### config.mk
export PLATFORM = sky130hd
export DESIGN_NAME = masked_mul_scheduler
export DESIGN_NICKNAME = d
export VERILOG_FILES = /design/src/rtl/masked_mul_scheduler_pkg.sv /design/src/rtl/masked_mul_scheduler_hpc3.sv /design/src/rtl/masked_mul_scheduler.sv
export SDC_FILE = /design/constraint.sdc
export NUM_CORES = 1
export LEC_CHECK = 0
export BUFFER_PORTS_ARGS = -buffer_cell sky130_fd_sc_hd__buf_2
export CAP_MARGIN = 20
export CORE_AREA = 2 2 53 55
export DETAILED_ROUTE_END_ITERATION = 16
export DIE_AREA = 0 0 55 57
export GPL_ROUTABILITY_DRIVEN = 0
export GPL_TIMING_DRIVEN = 0
export PLACE_DENSITY = 0.78
export SLEW_MARGIN = 5
export SYNTH_ARGS = -nofsm -noshare
export SYNTH_HDL_FRONTEND = slang
export SYNTH_HIERARCHICAL = 1
export SYNTH_SLANG_ARGS = --single-unit
### constraint.sdc
create_clock -name in_clock -period 1.7 [get_ports in_clock]
set_input_delay 0.17 -clock in_clock [delete_from_list [all_inputs] [get_ports in_clock]]
set_output_delay 0.17 -clock in_clock [all_outputs]
set_load 0.005 [all_outputs]
### src/rtl/masked_mul_scheduler_pkg.sv
// Shared constants, types and index helpers for the masked multiplier
// and the scheduler that time-shares it between two requesters.
package masked_mul_scheduler_pkg;

    localparam int MUL_SCHED_FIFO_DEPTH = 2;
    localparam int MUL_SCHED_NUM_REQ    = 2;

    typedef logic [0:0] req_id_t;

    // Number of unordered share pairs (i<j); one r and one p element each.
    function automatic int num_quad(input int n);
        return (n * (n - 1)) / 2;
    endfunction

    // Flat index of the pair (i,j) with i<j in row-major upper-triangle order.
    function automatic int quad_idx(input int i, input int j, input int n);
        return (i * n) - ((i * (i + 1)) / 2) + (j - i - 1);
    endfunction

endpackage

### src/rtl/masked_mul_scheduler_hpc3.sv
// First-order-style HPC3 masked AND/multiply gadget with one register
// stage: c is valid the cycle after a, b, r and p are presented.
module masked_hpc3_1_mul
    import masked_mul_scheduler_pkg::*;
#(
    parameter int NUM_SHARES = 2,
    parameter int BIT_WIDTH  = 1
) (
    input  logic                                              clk,
    input  logic                                              rst_n,
    input  logic [NUM_SHARES-1:0][BIT_WIDTH-1:0]              a,
    input  logic [NUM_SHARES-1:0][BIT_WIDTH-1:0]              b,
    input  logic [num_quad(NUM_SHARES)-1:0][BIT_WIDTH-1:0]    r,
    input  logic [num_quad(NUM_SHARES)-1:0][BIT_WIDTH-1:0]    p,
    output logic [NUM_SHARES-1:0][BIT_WIDTH-1:0]              c
);

    logic [BIT_WIDTH-1:0] term [NUM_SHARES][NUM_SHARES];

    genvar gi, gj;
    generate
        for (gi = 0; gi < NUM_SHARES; gi++) begin : g_row
            for (gj = 0; gj < NUM_SHARES; gj++) begin : g_col
                logic [BIT_WIDTH-1:0] u_next;
                logic [BIT_WIDTH-1:0] v_next;
                logic [BIT_WIDTH-1:0] u_reg;
                logic [BIT_WIDTH-1:0] v_reg;

                if (gi == gj) begin : g_diag
                    assign u_next = a[gi] & b[gi];
                    assign v_next = '0;
                end else begin : g_cross
                    // r and p are shared by (i,j) and (j,i) so they cancel in the share sum.
                    localparam int K = (gi < gj) ? quad_idx(gi, gj, NUM_SHARES)
                                                 : quad_idx(gj, gi, NUM_SHARES);
                    assign u_next = a[gi] & (b[gj] ^ r[K]);
                    assign v_next = (~a[gi] & r[K]) ^ p[K];
                end

                always_ff @(posedge clk or negedge rst_n) begin
                    if (!rst_n) begin
                        u_reg <= '0;
                        v_reg <= '0;
                    end else begin
                        u_reg <= u_next;
                        v_reg <= v_next;
                    end
                end

                assign term[gi][gj] = u_reg ^ v_reg;
            end
        end
    endgenerate

    always_comb begin
        c = '0;
        for (int i = 0; i < NUM_SHARES; i++) begin
            for (int j = 0; j < NUM_SHARES; j++) begin
                c[i] = c[i] ^ term[i][j];
            end
        end
    end

endmodule

### src/rtl/masked_mul_scheduler.sv
// Round-robin scheduler sharing one masked multiplier between two requesters,
// with a one-word randomness buffer and a two-entry ordered result FIFO.
module masked_mul_scheduler
    import masked_mul_scheduler_pkg::*;
#(
    parameter int NUM_SHARES = 2,
    parameter int BIT_WIDTH  = 1
) (
    input  logic                                           in_clock,
    input  logic                                           in_reset,
    input  logic [MUL_SCHED_NUM_REQ-1:0]                   in_req_valid,
    output logic [MUL_SCHED_NUM_REQ-1:0]                   out_req_ready,
    input  logic [MUL_SCHED_NUM_REQ-1:0][NUM_SHARES*BIT_WIDTH-1:0] in_req_a,
    input  logic [MUL_SCHED_NUM_REQ-1:0][NUM_SHARES*BIT_WIDTH-1:0] in_req_b,
    input  logic [2*num_quad(NUM_SHARES)*BIT_WIDTH-1:0]    in_rand,
    input  logic                                           in_rand_valid,
    output logic                                           out_rand_ready,
    output logic [NUM_SHARES*BIT_WIDTH-1:0]                out_c,
    output logic                                           out_id,
    output logic                                           out_valid,
    input  logic                                           in_ready
);

    localparam int SW = NUM_SHARES * BIT_WIDTH;
    localparam int QW = num_quad(NUM_SHARES) * BIT_WIDTH;
    localparam int RW = 2 * QW;
    localparam int PW = $clog2(MUL_SCHED_FIFO_DEPTH);
    localparam int CW = PW + 1;

    req_id_t               ptr_reg;
    req_id_t               ptr_next;
    logic                  rand_full_reg;
    logic                  rand_full_next;
    logic [RW-1:0]         rand_reg;
    logic [RW-1:0]         rand_next;
    logic                  inflight_reg;
    req_id_t               inflight_id_reg;
    req_id_t               inflight_id_next;

    logic [SW-1:0]         fifo_c_reg  [MUL_SCHED_FIFO_DEPTH];
    req_id_t               fifo_id_reg [MUL_SCHED_FIFO_DEPTH];
    logic [PW-1:0]         wr_ptr_reg;
    logic [PW-1:0]         rd_ptr_reg;
    logic [CW-1:0]         fifo_count_reg;
    logic [CW-1:0]         fifo_count_next;

    logic                  grant_valid;
    req_id_t               grant_id;
    logic [CW:0]           occupancy;
    logic                  credit_ok;
    logic                  issue;
    logic                  rand_accept;
    logic                  push;
    logic                  pop;

    logic [NUM_SHARES-1:0][BIT_WIDTH-1:0]           mul_a;
    logic [NUM_SHARES-1:0][BIT_WIDTH-1:0]           mul_b;
    logic [num_quad(NUM_SHARES)-1:0][BIT_WIDTH-1:0] mul_r;
    logic [num_quad(NUM_SHARES)-1:0][BIT_WIDTH-1:0] mul_p;
    logic [NUM_SHARES-1:0][BIT_WIDTH-1:0]           mul_c;

    always_comb begin
        grant_valid = 1'b0;
        grant_id    = ptr_reg;
        if (in_req_valid[ptr_reg]) begin
            grant_valid = 1'b1;
            grant_id    = ptr_reg;
        end else if (in_req_valid[~ptr_reg]) begin
            grant_valid = 1'b1;
            grant_id    = ~ptr_reg;
        end
    end

    // A pop in this cycle earns no credit; only settled occupancy counts.
    assign occupancy = {1'b0, fifo_count_reg} + {{CW{1'b0}}, inflight_reg};
    assign credit_ok = occupancy < (CW + 1)'(MUL_SCHED_FIFO_DEPTH);
    assign issue     = in_reset & rand_full_reg & credit_ok & grant_valid;

    genvar gi;
    generate
        for (gi = 0; gi < MUL_SCHED_NUM_REQ; gi++) begin : g_ready
            assign out_req_ready[gi] = issue & (grant_id == req_id_t'(gi));
        end
    endgenerate

    assign out_rand_ready = in_reset & (~rand_full_reg | issue);
    assign rand_accept    = in_rand_valid & out_rand_ready;

    assign mul_a = issue ? in_req_a[grant_id]  : '0;
    assign mul_b = issue ? in_req_b[grant_id]  : '0;
    assign mul_r = issue ? rand_reg[QW-1:0]    : '0;
    assign mul_p = issue ? rand_reg[RW-1:QW]   : '0;

    masked_hpc3_1_mul #(
        .NUM_SHARES (NUM_SHARES),
        .BIT_WIDTH  (BIT_WIDTH)
    ) u_mul (
        .clk   (in_clock),
        .rst_n (in_reset),
        .a     (mul_a),
        .b     (mul_b),
        .r     (mul_r),
        .p     (mul_p),
        .c     (mul_c)
    );

    always_comb begin
        ptr_next         = issue ? ~grant_id : ptr_reg;
        inflight_id_next = issue ? grant_id : inflight_id_reg;
        rand_full_next   = rand_full_reg;
        rand_next        = rand_reg;
        if (rand_accept) begin
            rand_full_next = 1'b1;
            rand_next      = in_rand;
        end else if (issue) begin
            rand_full_next = 1'b0;
        end
    end

    always_ff @(posedge in_clock or negedge in_reset) begin
        if (!in_reset) begin
            ptr_reg         <= '0;
            rand_full_reg   <= 1'b0;
            rand_reg        <= '0;
            inflight_reg    <= 1'b0;
            inflight_id_reg <= '0;
        end else begin
            ptr_reg         <= ptr_next;
            rand_full_reg   <= rand_full_next;
            rand_reg        <= rand_next;
            inflight_reg    <= issue;
            inflight_id_reg <= inflight_id_next;
        end
    end

    assign push = inflight_reg;
    assign pop  = out_valid & in_ready;

    always_comb begin
        fifo_count_next = fifo_count_reg;
        if (push && !pop) begin
            fifo_count_next = fifo_count_reg + CW'(1);
        end else if (!push && pop) begin
            fifo_count_next = fifo_count_reg - CW'(1);
        end
    end

    always_ff @(posedge in_clock or negedge in_reset) begin
        if (!in_reset) begin
            for (int i = 0; i < MUL_SCHED_FIFO_DEPTH; i++) begin
                fifo_c_reg[i]  <= '0;
                fifo_id_reg[i] <= '0;
            end
            wr_ptr_reg     <= '0;
            rd_ptr_reg     <= '0;
            fifo_count_reg <= '0;
        end else begin
            if (push) begin
                fifo_c_reg[wr_ptr_reg]  <= mul_c;
                fifo_id_reg[wr_ptr_reg] <= inflight_id_reg;
                wr_ptr_reg              <= wr_ptr_reg + PW'(1);
            end
            if (pop) begin
                rd_ptr_reg <= rd_ptr_reg + PW'(1);
            end
            fifo_count_reg <= fifo_count_next;
        end
    end

    // Head entry is cleared by reset, so outputs read zero while in reset.
    assign out_valid = (fifo_count_reg != '0);
    assign out_c     = fifo_c_reg[rd_ptr_reg];
    assign out_id    = fifo_id_reg[rd_ptr_reg];

endmodule

==> results.toml, run 1 <==
[pwr]
ir_drop_v = 0.000888
power_switching_mw = 0.652
pwr-share-comb_pct = 42.5
power_density_mw_per_mm2 = 1380
p_seq_share_pct = 43.2
cellLeakagePower_nw = 0.683
swShare_pct = 33.0
intPower_mw = 1.32
power_frac_clock_pct = 14.3
total_power_mw = 1.97

[drt]
route.detailed.drc = 0
drt_pre_antenna_iters = 4
vias = 900
ant_nets = 0
drtIter0Drc = 9
wl_per_cell_um = 13.3
wl_mm = 2.27
vias_per_cell = 5.29

[placed_design]
dpl_cell_area_mm2 = 0.00131
numPortBuffers = 21
hpwl_mm = 1.61
dpl_worst_slack_ns = -0.275

[die]
dieArea_mm2 = 0.00314
die_w_um = 55
core_mm2 = 0.00262
start_util_pct = 44.5
num_rows = 19
num_io_pins = 23
die_h_um = 57

[sta]
rsz0062_at_grt = "yes"
fmax_mhz = 580
period_needed_ns = 1.72
setup_viol = 2
post-route-period-util_pct = 101
hold_violations = 0
worst_slack_ns = -0.0243
hold-worst-slack_ns = 0.0939
worst_pin_slew_ns = 0.318
final.setup_skew_ns = 0.00514
drv_slew = 0
max_slew_margin_pct = 78.8

[logic_synthesis]
synth_top_cell_by_area = "dfrtp_1"
ys_top_cells_by_count = "dfrtp_1 (22), mux2_2 (10), nand3b_1 (8), xnor2_1 (8), nor2_1 (6)"
synth_cell_types = 25
yosysTopAreaCellShare_pct = 47.3
syn_avg_cell_area_um2 = 11.0
ys_top_cells_by_area = "dfrtp_1 (47%), mux2_2 (9.7%), xnor2_1 (6.0%)"
synth_flop_cell = "dfrtp_1"
synthCells = 106
synth_most_common_cell = "dfrtp_1"
ys_seq_elements = 22
synth_nets = 123
yosys_warnings = 6
synthArstFlopShare_pct = 100
synth-edff-count = 0
synth_area_mm2 = 0.00116
ys_seq_area_share_pct = 47.3

[finish]
diodes = 0
nets = 157
fill_cells = 239
fin_area_mm2 = 0.00143
multi_input_area_um2 = 597
final_util_pct = 54.5
area_growth_pct = 22.5
regArea_um2 = 551
drive_above_1_share_pct = 36.7

[global_route]
antenna_found_initial = 0
grt-ovfl-total = 0
grt_start_max_net_pins = 23
grt_pass1_wl_mm = 3.84
grt_pass1_vias = 893
grtUsageTotal_pct = 16.5

[job]
maxCapViolations = 0

[setup_path]
startpoint_type = "flip-flop"
cp.required_ns = 1.90
crit_arrival_ns = 1.92
startpoint = "inflight_reg$_DFF_PN0_"
crit_fanout = 4
path_class = "reg2reg"
timing.rr.start = "inflight_reg$_DFF_PN0_"
endpoint_kind = "flip-flop"

[run_status]
violations = "setup timing"
status = "finished, violations left"

[min_path]
hold_path.class = "in2reg"
hp-start = "in_rand[0]"

[clock_network]
clock_latency_ns = 0.30
htree_num_levels = 1
clockBufferDepth = 2
cts_buffers = 3
cts_sinks = 22
clk_pin_slew_ns = 0.12
cts_tree = "built"
cts-root-buf = "clkbuf_4"
[worst max-delay path, cell delays in order (launching register included)]
cell and delay (ns):
dfrtp_1 0.40, a21o_1 0.21, or3_2 0.49, a31oi_1 0.25, xor2_1 0.09, and2_1 0.17
[area by class of cell]
| cell class | instances | area share [%] |
|---|---|---|
| well taps | 31 | 2.72 |
| flip-flops and latches | 22 | 38.6 |
| multi-input cells | 77 | 41.9 |
| clock buffers | 4 | 2.55 |
| inverters | 5 | 1.32 |
| repair buffers | 29 | 12.3 |
| plain buffers | 2 | 0.615 |
[power groups by stage]
stage | clock, mW | combinational, mW | sequential (mW)
2_1_floorplan | 0 | 0.537 | 0.833
3_3_place_gp | 0 | 0.666 | 0.865
3_5_place_dp | 0 | 0.701 | 0.881
4_1_cts | 0.292 | 0.789 | 0.850
5_1_grt | 0.314 | 0.937 | 0.885
6_report | 0.282 | 0.839 | 0.853
[placed cells by master, fill, tap and decap left out, types with 2 or more instances in the layout]
cell type	instances
clkbuf_4	3
dfrtp_1	22
buf_2	22
nand3b_1	8
o21ai_0	3
o31ai_1	2
nor2b_2	2
o211ai_1	5
a31oi_1	4
mux2_2	10
nor2_1	5
inv_1	5
and2_1	4
nand2b_1	4
nand2_1	5
buf_4	6
o221ai_1	2
xnor2_1	8
xor2_1	5
[timing repair]
item / in CTS / in global routing
cloned: 0 / 1
setup endpoints to repair: 6 / 7
hold buffers: 1 / 0
gates resized for setup: 1 / 3
buffers inserted: 5 / 1
endpoints found under the hold margin: 22 / 0
pin swaps: 1 / 2
[metrics by stage]
step,instances,setup TNS (ns)
2_1_floorplan,106,0
3_3_place_gp,158,-0.897
3_5_place_dp,158,-1.20
4_1_cts,167,0
5_1_grt,170,-0.540
6_report,170,-0.0339
[worst paths after layout]
path | end | slack [ns] | cells after the start
worst max-delay path | u_mul/g_row[1].g_col[0].u_reg$_DFF_PN0_ | -0.02 | 5
worst min-delay path | rand_reg[0]$_DFFE_PN0P_ | 0.09 | 3
worst max register to register | u_mul/g_row[1].g_col[0].u_reg$_DFF_PN0_ | -0.02 | 5
worst min register to register | wr_ptr_reg$_DFFE_PN0P_ | 0.50 | 1
max in group asynchronous | u_mul/g_row[0].g_col[1].u_reg$_DFF_PN0_ | 1.04 | 3
min in group asynchronous | fifo_id_reg[0]$_DFFE_PN0P_ | 0.29 | 2
[routing by layer]
metal	up-vias	track usage [%]	wire [um]
met2	26	29.1	1230
met1	435	19.6	928
li1	437	-	-
met4	0	5.57	13
met3	2	3.14	93
met5	-	0	0
[kinds of logic (layout without fill, tap and decap cells)]
| logic type | Yosys count | after routing | synth area share, % |
|---|---|---|---|
| XOR/XNOR | 13 | 13 | 9.79 |
| adder cells (fa/ha/maj) | 1 | 1 | 1.08 |
| multiplexers | 11 | 11 | 11.0 |
| AO/OA/AOI/OAI | 19 | 19 | 11.4 |
| AND/OR/NAND/NOR | 32 | 33 | 16.1 |
| flip-flops | 22 | 22 | 47.3 |
| buffers and inverters | 8 | 40 | 3.33 |
No activity file was read; power rests on OpenSTA's default activity.
==> inputs of run 2 (changes only) <==
- PLACE_DENSITY: 0.78 -> 0.82
==> results.toml, run 2 (same netlist as run 1, synthesis figures left out) <==
[placed_design]
hpwl_mm = 1.56
numPortBuffers = 21
dpl_worst_slack_ns = -0.260

[setup_path]
endpoint_kind = "flip-flop"
r2r_cells = 5
r2r-end = "ptr_reg$_DFFE_PN0P_"
crit_fanout = 6
r2r_slack_ns = 0.007
path_class = "reg2reg"
cp.required_ns = 1.90
timing.rr.start = "inflight_reg$_DFF_PN0_"
startpoint_type = "flip-flop"
crit_arrival_ns = 1.90

[clock_network]
cts_sinks = 22
htree_num_levels = 1
clockBufferDepth = 2
cts_buffers = 3
clock_latency_ns = 0.30
cts_tree = "built"
clk_pin_slew_ns = 0.13
cts-root-buf = "clkbuf_4"

[sta]
final.setup.tns_ns = 0
post-route-period-util_pct = 99.6
worst_slack_ns = 0.00654
worst_pin_slew_ns = 0.324
hold_violations = 0
max_slew_margin_pct = 78.4
rsz0062_at_grt = "yes"
period_needed_ns = 1.69
drv_slew = 0
final.setup_skew_ns = 0.0102
setup_viol = 0
fmax_mhz = 591

[die]
die_h_um = 57
dieArea_mm2 = 0.00314
start_util_pct = 44.5
die_w_um = 55
core_mm2 = 0.00262
num_rows = 19
num_io_pins = 23

[min_path]
hold_end = "rand_reg[1]$_DFFE_PN0P_"
hold_depth = 3
hp-start = "in_rand[1]"
hold_path.class = "in2reg"

[drt]
highest_layer = "met3"
wl_met3_um = 120
wirelength_met1_um = 956
met2WireLength_mm = 1.05
wl_per_cell_um = 12.5
drt_pre_antenna_iters = 4
ant_nets = 0
vias = 867
drtIter0Drc = 25
vias_per_cell = 5.10
route.detailed.drc = 0
wl_mm = 2.13

[global_route]
grt_pass1_wl_mm = 3.48
grtUsageTotal_pct = 14.9
antenna_found_initial = 0
grt-ovfl-total = 0
grt_pass1_vias = 810
grt_start_max_net_pins = 23

[finish]
area_growth_pct = 25.6
diodes = 0
mostFrequentLayoutCells = "buf_2 (22), dfrtp_1 (21), mux2_2 (10)"
fill_cells = 248
final_common_cell = "buf_2"
drive_above_1_share_pct = 40.3
nets = 157

[run_status]
status = "complete, no violations"

[job]
maxCapViolations = 0

[pwr]
ir_drop_v = 0.000767
power_density_mw_per_mm2 = 1360
cellLeakagePower_nw = 0.688
==> run 2: layout make-up <==
type	count	area (um2)	area share, %
Multi-Input combinational cell	76	621	42.5
Clock buffer	4	36.3	2.48
Inverter	5	18.8	1.28
Timing Repair Buffer	30	186	12.8
Tap cell	31	38.8	2.65
Buffer	2	8.76	0.599
Sequential cell	22	552	37.8
==> run 2: through the flow <==
step | std cells | utilization, % | power (mW) | hold slack [ns] | instance area [um2]
4_1_cts | 169 | 53.9 | 1.95 | 0.0864 | 1410
3_5_place_dp | 158 | 50.0 | 1.58 | 0.181 | 1310
2_1_floorplan | 106 | - | 1.37 | -0.126 | 1160
5_1_grt | 170 | 55.9 | 2.16 | 0.0795 | 1460
6_report | 170 | 55.9 | 1.99 | 0.0908 | 1460
3_3_place_gp | 158 | 50.0 | 1.53 | 0.171 | 1310
==> run 2: layer usage <==
| layer | global-route usage, % | vias to the layer above |
|---|---|---|
| li1 | - | 439 |
| met1 | 19.5 | 402 |
| met2 | 24.5 | 26 |
| met3 | 3.14 | 0 |
| met4 | 4.18 | 0 |
| met5 | 0 | - |
==> run 2: power by group <==
group          switching, mW  internal (mW)
sequential             0.138          0.716
clock                  0.153          0.131
combinational          0.368          0.486
==> run 2: worst max-delay path by stage <==
stage | start | to | slack, ns | cells past startpoint
after floorplan | inflight_reg$_DFF_PN0_ | u_mul/g_row[0].g_col[1].u_reg$_DFF_PN0_ | 0.03 | 6
after global placement | in_reset | u_mul/g_row[0].g_col[1].u_reg$_DFF_PN0_ | -0.20 | 7
after detailed placement | in_reset | u_mul/g_row[1].g_col[0].u_reg$_DFF_PN0_ | -0.26 | 7
after CTS | fifo_count_reg[0]$_DFFE_PN0P_ | out_req_ready[0] | -0.02 | 4
after global routing | inflight_reg$_DFF_PN0_ | out_rand_ready | -0.06 | 5
final | inflight_reg$_DFF_PN0_ | ptr_reg$_DFFE_PN0P_ | 0.007 | 5
==> run 2: timing repair <==
item / 4_1_cts / 5_1_grt
hold endpoints to repair: 22 / 0
gates resized for setup: 5 / 11
endpoints found under the setup margin: 6 / 10
buffers inserted: 7 / 0
hold buffers: 1 / 0
pin swaps: 4 / 3
==> run 2: worst max-delay path, cell delays in order (launching register included) <==
cell	delay (ns)
dfrtp_1	0.40
a21o_1	0.21
or3_4	0.38
buf_4	0.18
buf_4	0.13
mux2_4	0.29
==> inputs of run 3 (changes only) <==
- ABC_AREA: not set -> 1
- CORE_AREA: 2 2 53 55 -> 2 2 52 54
- DIE_AREA: 0 0 55 57 -> 0 0 54 56
- PLACE_DENSITY: 0.82 -> 0.81
==> results.toml, run 3 <==
[clock_network]
cts_resized = 0
clock_latency_ns = 0.30
cts-root-buf = "clkbuf_4"
htree_num_levels = 1
clockBufferDepth = 2
cts_sinks = 22
clk_pin_slew_ns = 0.12
cts_buffers = 3
cts_tree = "built"

[job]
maxCapViolations = 0

[sta]
period_needed_ns = 1.62
rsz0062_at_grt = "yes"
post-route-period-util_pct = 95.1
final.setup_skew_ns = 0.0165
worst_pin_slew_ns = 0.947
setup_viol = 0
fmax_mhz = 618
max_slew_margin_pct = 36.7
hold-worst-slack_ns = 0.114
hold_violations = 0
drv_slew = 0

[finish]
multi_input_area_um2 = 438
regArea_um2 = 551
mostFrequentLayoutCells = "nand2_1 (55), dfrtp_1 (22), buf_2 (22)"
final_common_cell = "nand2_1"
drive_above_1_share_pct = 19.9
diodes = 0
fill_cells = 230
nets = 185
area_growth_pct = 17.3
final_util_pct = 52.4

[die]
die_h_um = 56
dieArea_mm2 = 0.00302
core_mm2 = 0.00243
die_w_um = 54
num_io_pins = 23
num_rows = 18
start_util_pct = 44.7

[logic_synthesis]
synth_cell_types = 19
ys_seq_elements = 22
synth_area_mm2 = 0.00109
synthArstFlopShare_pct = 100
synthCells = 139
ys_top_cells_by_area = "dfrtp_1 (51%), nand2_1 (19%), inv_1 (7.2%)"
synth_flop_cell = "dfrtp_1"
synth_nets = 156
synth_top_cell_by_area = "dfrtp_1"
yosysTopAreaCellShare_pct = 50.6
ys_top_cells_by_count = "nand2_1 (55), dfrtp_1 (22), inv_1 (21)"
syn_avg_cell_area_um2 = 7.82
ys_seq_area_share_pct = 50.6
synth_most_common_cell = "nand2_1"
yosys_warnings = 6
synth-edff-count = 0

[setup_path]
cp_cell_sequence = "nand2_1 -> inv_1 -> nor2_2 -> nand2_4 -> clkinv_2 -> and2_4 -> buf_6 -> buf_2"
timing.rr.start = "fifo_count_reg[0]$_DFFE_PN0P_"
r2r_slack_ns = 0.18
cpPeakStageDelay_ns = 0.43
crit_arrival_ns = 1.45
r2r_cells = 7
startpoint_type = "flip-flop"
critPathSlowestCell = "dfrtp_1"
cp.required_ns = 1.53
r2r-end = "fifo_count_reg[1]$_DFFE_PN0P_"
endpoint_kind = "output pin"
crit_fanout = 7
startpoint = "fifo_count_reg[0]$_DFFE_PN0P_"
path_class = "reg2out"

[placed_design]
numPortBuffers = 22
hpwl_mm = 1.45

[pwr]
power_density_mw_per_mm2 = 1340
total_power_mw = 1.71
ir_drop_v = 0.000864
cellLeakagePower_nw = 0.701

[min_path]
hold_depth = 3
hold_end = "rand_reg[1]$_DFFE_PN0P_"
hold_path.class = "in2reg"
hp-start = "in_rand[1]"

[drt]
ant_nets = 0
wl_mm = 1.86
vias_per_cell = 4.57
vias = 895
wl_per_cell_um = 9.47
drt_pre_antenna_iters = 4
route.detailed.drc = 0
drtIter0Drc = 11

[global_route]
grt_start_max_net_pins = 23
grtUsageTotal_pct = 14.7
grt_pass1_vias = 861
grt_pass1_wl_mm = 3.31
antenna_found_initial = 0
grt-ovfl-total = 0

[run_status]
status = "complete, no violations"
## run 3: critical path: cells and delay by family, from the launching register on
kind          cells  cell delay (ns)
flops             1             0.43
buf+inv           4             0.32
simple gates      4             0.40
## run 3: what timing repair did
| action | CTS | global route |
|---|---|---|
| buffers inserted | 0 | 1 |
| hold buffers | 1 | 0 |
| hold endpoints to repair | 22 | 0 |
| endpoints found under the setup margin | 0 | 2 |
## run 3: report_power, final
group,switching (mW),internal (mW)
Clock,0.141,0.0825
Sequential,0.122,0.717
Combinational,0.366,0.276
## run 3: cells by family (layout without fill, tap and decap cells)
group                    after synthesis  after routing  share of synthesized area, %
AND/OR/NAND/NOR                       74             74                          28.2
buffers and inverters                 24             51                          9.09
flip-flops                            22             22                          50.6
AO/OA/AOI/OAI                         11             11                          5.29
XOR/XNOR                               7              7                          5.64
adder cells (fa/ha/maj)                1              1                          1.15
## run 3: worst max path at each step
stage	to	slack, ns	cells past startpoint
floorplan	u_mul/g_row[0].g_col[1].v_reg$_DFF_PN0_	0.33	12
global placement	u_mul/g_row[1].g_col[0].v_reg$_DFF_PN0_	-0.04	12
detailed placement	u_mul/g_row[0].g_col[1].v_reg$_DFF_PN0_	-0.09	12
CTS	out_req_ready[1]	0.05	8
global route	out_req_ready[0]	-0.04	6
finish	out_req_ready[1]	0.08	8
## run 3: per-layer routing
metal	wire (um)	share of wire [%]	track usage, %	up-vias
met3	72	3.9	1.61	4
met4	46	2.5	8.93	0
met5	0	0	0	-
li1	-	-	-	474
met2	893	48	25.1	20
met1	844	45	16.7	397
## run 3: final cells by class
type,count,area share (%)
Sequential cell,22,43.2
Multi-Input combinational cell,93,34.3
Timing Repair Buffer,24,10.0
Buffer,2,1.18
Tap cell,30,2.94
Inverter,22,6.58
Clock buffer,3,1.77
## run 3: metrics by stage
step                      std cells  cell area [um2]  worst slack [ns]  TNS [ns]
after floorplan                 139             1090             0.329         0
after global placement          191             1230           -0.0414   -0.0980
after detailed placement        191             1230           -0.0941    -0.316
after CTS                       195             1270            0.0461         0
after global routing            196             1270           -0.0362   -0.0692
final                           196             1270            0.0829         0
